**src/rtl/s_vec_packer_pkg.sv**
```systemverilog
// Shared constants and helpers for the secret-vector BitPack(s, eta, eta) packer.
package s_vec_packer_pkg;

  localparam int ETA_DEFAULT = 2;
  localparam int L_DEFAULT   = 4;
  localparam int K_DEFAULT   = 4;
  localparam int N_COEF      = 256;

  localparam int BUF_W = 12;
  localparam int NB_W  = 4;

  function automatic int eta_bits(input int eta);
    return (eta == 2) ? 3 : 4;
  endfunction

  function automatic int coef_width(input int eta);
    return $clog2(eta) + 3;
  endfunction

  localparam int COEF_W       = coef_width(ETA_DEFAULT);
  localparam int S_PACK_BYTES = (L_DEFAULT + K_DEFAULT) * N_COEF * eta_bits(ETA_DEFAULT) / 8;

  typedef enum logic [1:0] {
    ST_IDLE,
    ST_RUN,
    ST_DONE
  } state_t;

endpackage

```
**src/rtl/s_vec_packer_bit_accum.sv**
```systemverilog
// 12-bit little-endian bit accumulator: packs IN_W-bit fields in, drains whole bytes out.
module s_vec_packer_bit_accum
  import s_vec_packer_pkg::*;
#(
  parameter int IN_W = 3
) (
  input  logic            clk,
  input  logic            rst,
  input  logic            clr,
  input  logic            push,
  input  logic [IN_W-1:0] push_val,
  input  logic            pop,
  output logic [7:0]      byte_view,
  output logic [NB_W-1:0] nb
);

  logic [BUF_W-1:0] acc;

  // Push only happens with nb<8 and pop only with nb>=8, so the two never collide
  // and a push never overflows the 12-bit buffer (max top bit 7+4-1 = 10).
  always_ff @(posedge clk or posedge rst) begin
    if (rst) begin
      acc <= '0;
      nb  <= '0;
    end else if (clr) begin
      acc <= '0;
      nb  <= '0;
    end else if (push) begin
      acc <= acc | (BUF_W'(push_val) << nb);
      nb  <= nb + NB_W'(IN_W);
    end else if (pop) begin
      acc <= acc >> 8;
      nb  <= nb - NB_W'(8);
    end
  end

  assign byte_view = acc[7:0];

endmodule

```
**src/rtl/s_vec_packer.sv**
```systemverilog
// Streams s1||s2 coefficients in, emits the BitPack(s, eta, eta) byte stream out.
module s_vec_packer
  import s_vec_packer_pkg::*;
#(
  parameter int ETA = ETA_DEFAULT,
  parameter int L   = L_DEFAULT,
  parameter int K   = K_DEFAULT,
  parameter int CW  = $clog2(ETA) + 3
) (
  input  logic                 clk,
  input  logic                 rst,
  input  logic                 start,
  input  logic signed [CW-1:0] coef_in,
  input  logic                 coef_valid,
  output logic                 coef_ready,
  output logic [7:0]           byte_out,
  output logic                 byte_valid,
  input  logic                 byte_ready,
  output logic                 busy,
  output logic                 done,
  output logic                 range_err
);

  localparam int B     = eta_bits(ETA);
  localparam int N_IN  = (L + K) * N_COEF;
  localparam int N_OUT = N_IN * B / 8;
  localparam int CC_W  = $clog2(N_IN + 1);
  localparam int BC_W  = $clog2(N_OUT + 1);

  localparam logic signed [CW:0] ETA_S     = (CW + 1)'(ETA);
  localparam logic signed [CW:0] NEG_ETA_S = -ETA_S;

  if (!(ETA == 2 || ETA == 4)) begin : g_bad_eta
    $error("s_vec_packer: ETA must be 2 or 4");
  end

  // eta - c wraps naturally; an out-of-range c still packs its low B bits.
  function automatic logic [B-1:0] map_coef(input logic signed [CW-1:0] c);
    logic signed [CW:0] d;
    d = ETA_S - $signed({c[CW-1], c});
    return d[B-1:0];
  endfunction

  function automatic logic out_of_range(input logic signed [CW-1:0] c);
    logic signed [CW:0] cx;
    cx = $signed({c[CW-1], c});
    return (cx < NEG_ETA_S) || (cx > ETA_S);
  endfunction

  state_t          state;
  logic [CC_W-1:0] coef_cnt;
  logic [BC_W-1:0] byte_cnt;
  logic [NB_W-1:0] nb;
  logic            coef_hs;
  logic            byte_hs;
  logic            last_byte;
  logic            clr;

  assign coef_ready = (state == ST_RUN) && (nb < NB_W'(8)) && (coef_cnt < CC_W'(N_IN));
  assign byte_valid = (state == ST_RUN) && (nb >= NB_W'(8));
  assign coef_hs    = coef_valid && coef_ready;
  assign byte_hs    = byte_valid && byte_ready;
  assign last_byte  = (byte_cnt == BC_W'(N_OUT - 1));
  assign clr        = start && (state != ST_RUN);

  s_vec_packer_bit_accum #(
    .IN_W (B)
  ) u_accum (
    .clk       (clk),
    .rst       (rst),
    .clr       (clr),
    .push      (coef_hs),
    .push_val  (map_coef(coef_in)),
    .pop       (byte_hs),
    .byte_view (byte_out),
    .nb        (nb)
  );

  always_ff @(posedge clk or posedge rst) begin
    if (rst) begin
      state     <= ST_IDLE;
      busy      <= 1'b0;
      done      <= 1'b0;
      range_err <= 1'b0;
      coef_cnt  <= '0;
      byte_cnt  <= '0;
    end else begin
      case (state)
        ST_IDLE, ST_DONE: begin
          if (start) begin
            state     <= ST_RUN;
            busy      <= 1'b1;
            done      <= 1'b0;
            range_err <= 1'b0;
            coef_cnt  <= '0;
            byte_cnt  <= '0;
          end
        end
        ST_RUN: begin
          if (coef_hs) begin
            coef_cnt <= coef_cnt + CC_W'(1);
            if (out_of_range(coef_in)) range_err <= 1'b1;
          end
          if (byte_hs) begin
            byte_cnt <= byte_cnt + BC_W'(1);
            if (last_byte) begin
              state <= ST_DONE;
              busy  <= 1'b0;
              done  <= 1'b1;
            end
          end
        end
        default: begin
          state <= ST_IDLE;
          busy  <= 1'b0;
          done  <= 1'b0;
        end
      endcase
    end
  end

endmodule
```
**config.mk**
```make
export PLATFORM = sky130hd
export DESIGN_NAME = s_vec_packer
export DESIGN_NICKNAME = d
export VERILOG_FILES = /design/src/rtl/s_vec_packer_pkg.sv /design/src/rtl/s_vec_packer_bit_accum.sv /design/src/rtl/s_vec_packer.sv
export SDC_FILE = /design/constraint.sdc
export NUM_CORES = 1
export LEC_CHECK = 0
export ABC_AREA = 1
export CORE_MARGIN = 4
export CORE_UTILIZATION = 41
export DETAILED_ROUTE_END_ITERATION = 8
export HOLD_SLACK_MARGIN = 0.05
export PLACE_DENSITY = 0.57
export SYNTH_ARGS = -nofsm -noshare
export SYNTH_HDL_FRONTEND = slang
export SYNTH_SLANG_ARGS = --single-unit
```
**constraint.sdc**
```tcl
create_clock -name clk -period 2.2 [get_ports clk]
set_clock_uncertainty 0.05 [all_clocks]
set_input_delay 0.33 -clock clk [delete_from_list [all_inputs] [get_ports clk]]
set_output_delay 0.33 -clock clk [all_outputs]
set_load 0.02 [all_outputs]
```
==> out/qor.csv <==
stage,metric,value,unit
logic_synthesis,Post-synth EDFFs,0,
sta,Max Slew Vio Count,0,
worst_setup_path,CP required,1.82,ns
global_routing,first-pass GRT wire length,9584,µm
routing,WL final,5569,µm
global_routing,vias in the first global route,2095,
global_routing,grt total ovfl,0,
worst_setup_path,CP Launch Type,flop,
worst_setup_path,R2R setup slack,0.36,ns
floorplan,height of the die,86.13,µm
sta,Fmax achieved,474.8,MHz
finish,ANT cells,0,
sta,RSZ-0062 raised after global routing,no,
sta,crit share post-route,95.74,%
sta,final hold violations,0,
worst_setup_path,R2R depth,8,
clocking,Worst-path clk slew,0.08,ns
floorplan,Placeable Area,5921,µm²
logic_synthesis,main area contributors after synthesis,"dfrtp_1 42%, nand2_1 12%, inv_1 6.0%",
pwr,Internal,1910,µW
routing,DRC Markers,0,
finish,ratio of cells with drive above 1 in the final layout,10.80,%
finish,nets,365,
floorplan,Starting Density,42.27,%
clocking,clock root cell,clkbuf_8,
logic_synthesis,Post-Syn Instances,330,
pwr,LEAKAGE,0.001370,µW
clocking,clk buf depth,2,
floorplan,row count,28,
clocking,"Hold-fix buffers, CTS",0,
sta,Worst Tran Pin Value,0.4598,ns
status,status,completed,
min_path,Hold Crit Class,primary input to asynchronous set/reset pin,
pwr,Peak VDD IR,0.0004517,V
worst_setup_path,worst r2r dst,coef_cnt[11],
logic_synthesis,post-synthesis async set-or-reset flop share,100.0,%
floorplan,# IOs,22,
placement,Port Buffers,21,
pwr,Clock Power Share,19.7,%
pwr,total power per unit cell area,1135,nW/µm²
logic_synthesis,synthesized cell area,2502,µm²
worst_setup_path,critical path type,flop to output port,
clocking,Sink Count,42,
worst_setup_path,crit-path max FO,3,
sta,Setup Viol. Count Final,0,
sta,Slew Limit Headroom,69.34,%
logic_synthesis,most common cell in the netlist,nand2_1,
routing,Vias per Instance,5.009,
logic_synthesis,"Distinct cells, synth",37,
global_routing,initial antenna violation count,0,
clocking,Num CTS Buffers,5,
logic_synthesis,register area share after synthesis,42.00,%
logic_synthesis,Synth top area share,42.00,%
routing,via count,2139,
pwr,PnR Total Power,3284,µW
floorplan,Die ar.,7418,µm²
floorplan,Die X,86.13,µm
logic_synthesis,synthesis-stage register bit count,42,
sta,WHS,0.3097,ns
routing,TritonRoute pass-1 iters,4,
pwr,sequential share of power,37.0,%
clocking,Clock Latency Late Sink,0.30,ns
placement,Post-DP HPWL,4095,µm
global_routing,largest net degree at the start of global routing,43,
routing,DR iter-0 viols,69,
worst_setup_path,Crit. End Element,output port,
sta,Final min period,2.106,ns
clocking,CTS tree,built,
routing,Final ANT Viol Nets,0,
global_routing,All-Layer GR Usage,16.23,%
worst_setup_path,Worst Path Arrival,1.73,ns
logic_synthesis,Syn Area/Cell,7.583,µm²
placement,Routability Congestion,0.8081,
run,max-cap viol count,0,
logic_synthesis,commonest register cell after synthesis,dfrtp_1,
worst_setup_path,reg2reg start,done,
logic_synthesis,commonest cells in the netlist,"80 x nand2_1, 42 x dfrtp_1, 40 x inv_1",
clocking,H-tree levels,2,
pwr,Psw,1374,µW
routing,wire per inst,13.04,µm
logic_synthesis,"area leader, netlist",dfrtp_1,
finish,fin util,48.88,%
logic_synthesis,YS warnings,0,
sta,Fin Setup TNS,0,ns
logic_synthesis,net count after synthesis,343,
pwr,Gate power share,43.3,%
finish,Area growth syn-to-layout,15.65,%
pwr,switching portion of total power,41.84,%
layout make-up:
class                           instances  area [µm²]
Timing Repair Buffer                   27       267.8
Sequential cell                        42        1052
Tap cell                               75       93.84
Clock inverter                          1       30.03
Fill cell                             595        3027
Multi-Input combinational cell        230        1190
Inverter                               46       177.7
Clock buffer                            6       82.58
flip-flops by register name (all words and copies together) (netlist names):
signal       cells
range_err        1
state            1
busy             1
done             1
byte_cnt        10
u_accum.acc     12
u_accum.nb       4
coef_cnt        12
layout by cell type, fill, tap and decap left out, drive strengths merged, types with 6 or more instances in the layout:
master / instances
nor2: 36
dfrtp: 42
buf: 6
a21oi: 9
clkbuf: 6
inv: 44
nand2: 86
o21ai: 24
clkdlybuf4s50: 21
nor3: 12
nand4: 12
nand3: 26
power groups by stage:
stage / clock [µW] / combinational, µW / sequential, µW
after floorplan: 0 / 1130 / 1150
after global placement: 0 / 1420 / 1230
after detailed placement: 0 / 1430 / 1220
after CTS: 658 / 1440 / 1210
after global routing: 695 / 1610 / 1240
final: 647 / 1420 / 1210
worst max-delay path, cell delays in order, from the launching register on:
cell             delay [ns]
dfrtp_1                0.39
inv_1                  0.12
nand2_1                0.13
nor3_1                 0.15
clkdlybuf4s50_1        0.63
cells by family (layout without fill, tap and decap cells):
group | count (synthesis) | in the layout | share of synthesized area (%)
AO/OA/AOI/OAI | 45 | 45 | 10.90
XOR/XNOR | 5 | 5 | 1.750
adder cells (fa/ha/maj) | 4 | 4 | 2.000
buffers and inverters | 58 | 80 | 10.45
flip-flops | 42 | 42 | 42.00
AND/OR/NAND/NOR | 176 | 176 | 32.90
worst max path at each step:
stage	depth (start not counted)	from	to	slack, ns
after CTS	3	state[0]	coef_ready	0.05
after detailed placement	8	coef_in[1]	u_accum.acc[2]	0.24
after global routing	4	done	coef_ready	0.02
after global placement	8	coef_in[1]	u_accum.acc[2]	0.26
final	4	done	coef_ready	0.09
after floorplan	3	done	coef_ready	0.59
routing by layer:
layer,vias up,global-route usage (%),part of all wire [%]
met1,994,20.30,46
li1,1110,-,-
met3,7,3.170,2.7
met5,-,0,0
met4,0,4.892,1.4
met2,28,28.17,50
what timing repair did:
action | 4_1_cts | 5_1_grt
buffers inserted | 0 | 0
resized for setup | 0 | 1
setup endpoints to repair | 0 | 1
through the flow:
step                      std cells  area, µm²  worst slack (ns)
after floorplan                 330       2502            0.5881
after CTS                       427       2893           0.05402
after detailed placement        420       2780            0.2440
final                           427       2894           0.09368
after global routing            427       2894           0.02135
after global placement          420       2780            0.2629
No activity file was read; power rests on OpenSTA's default activity.
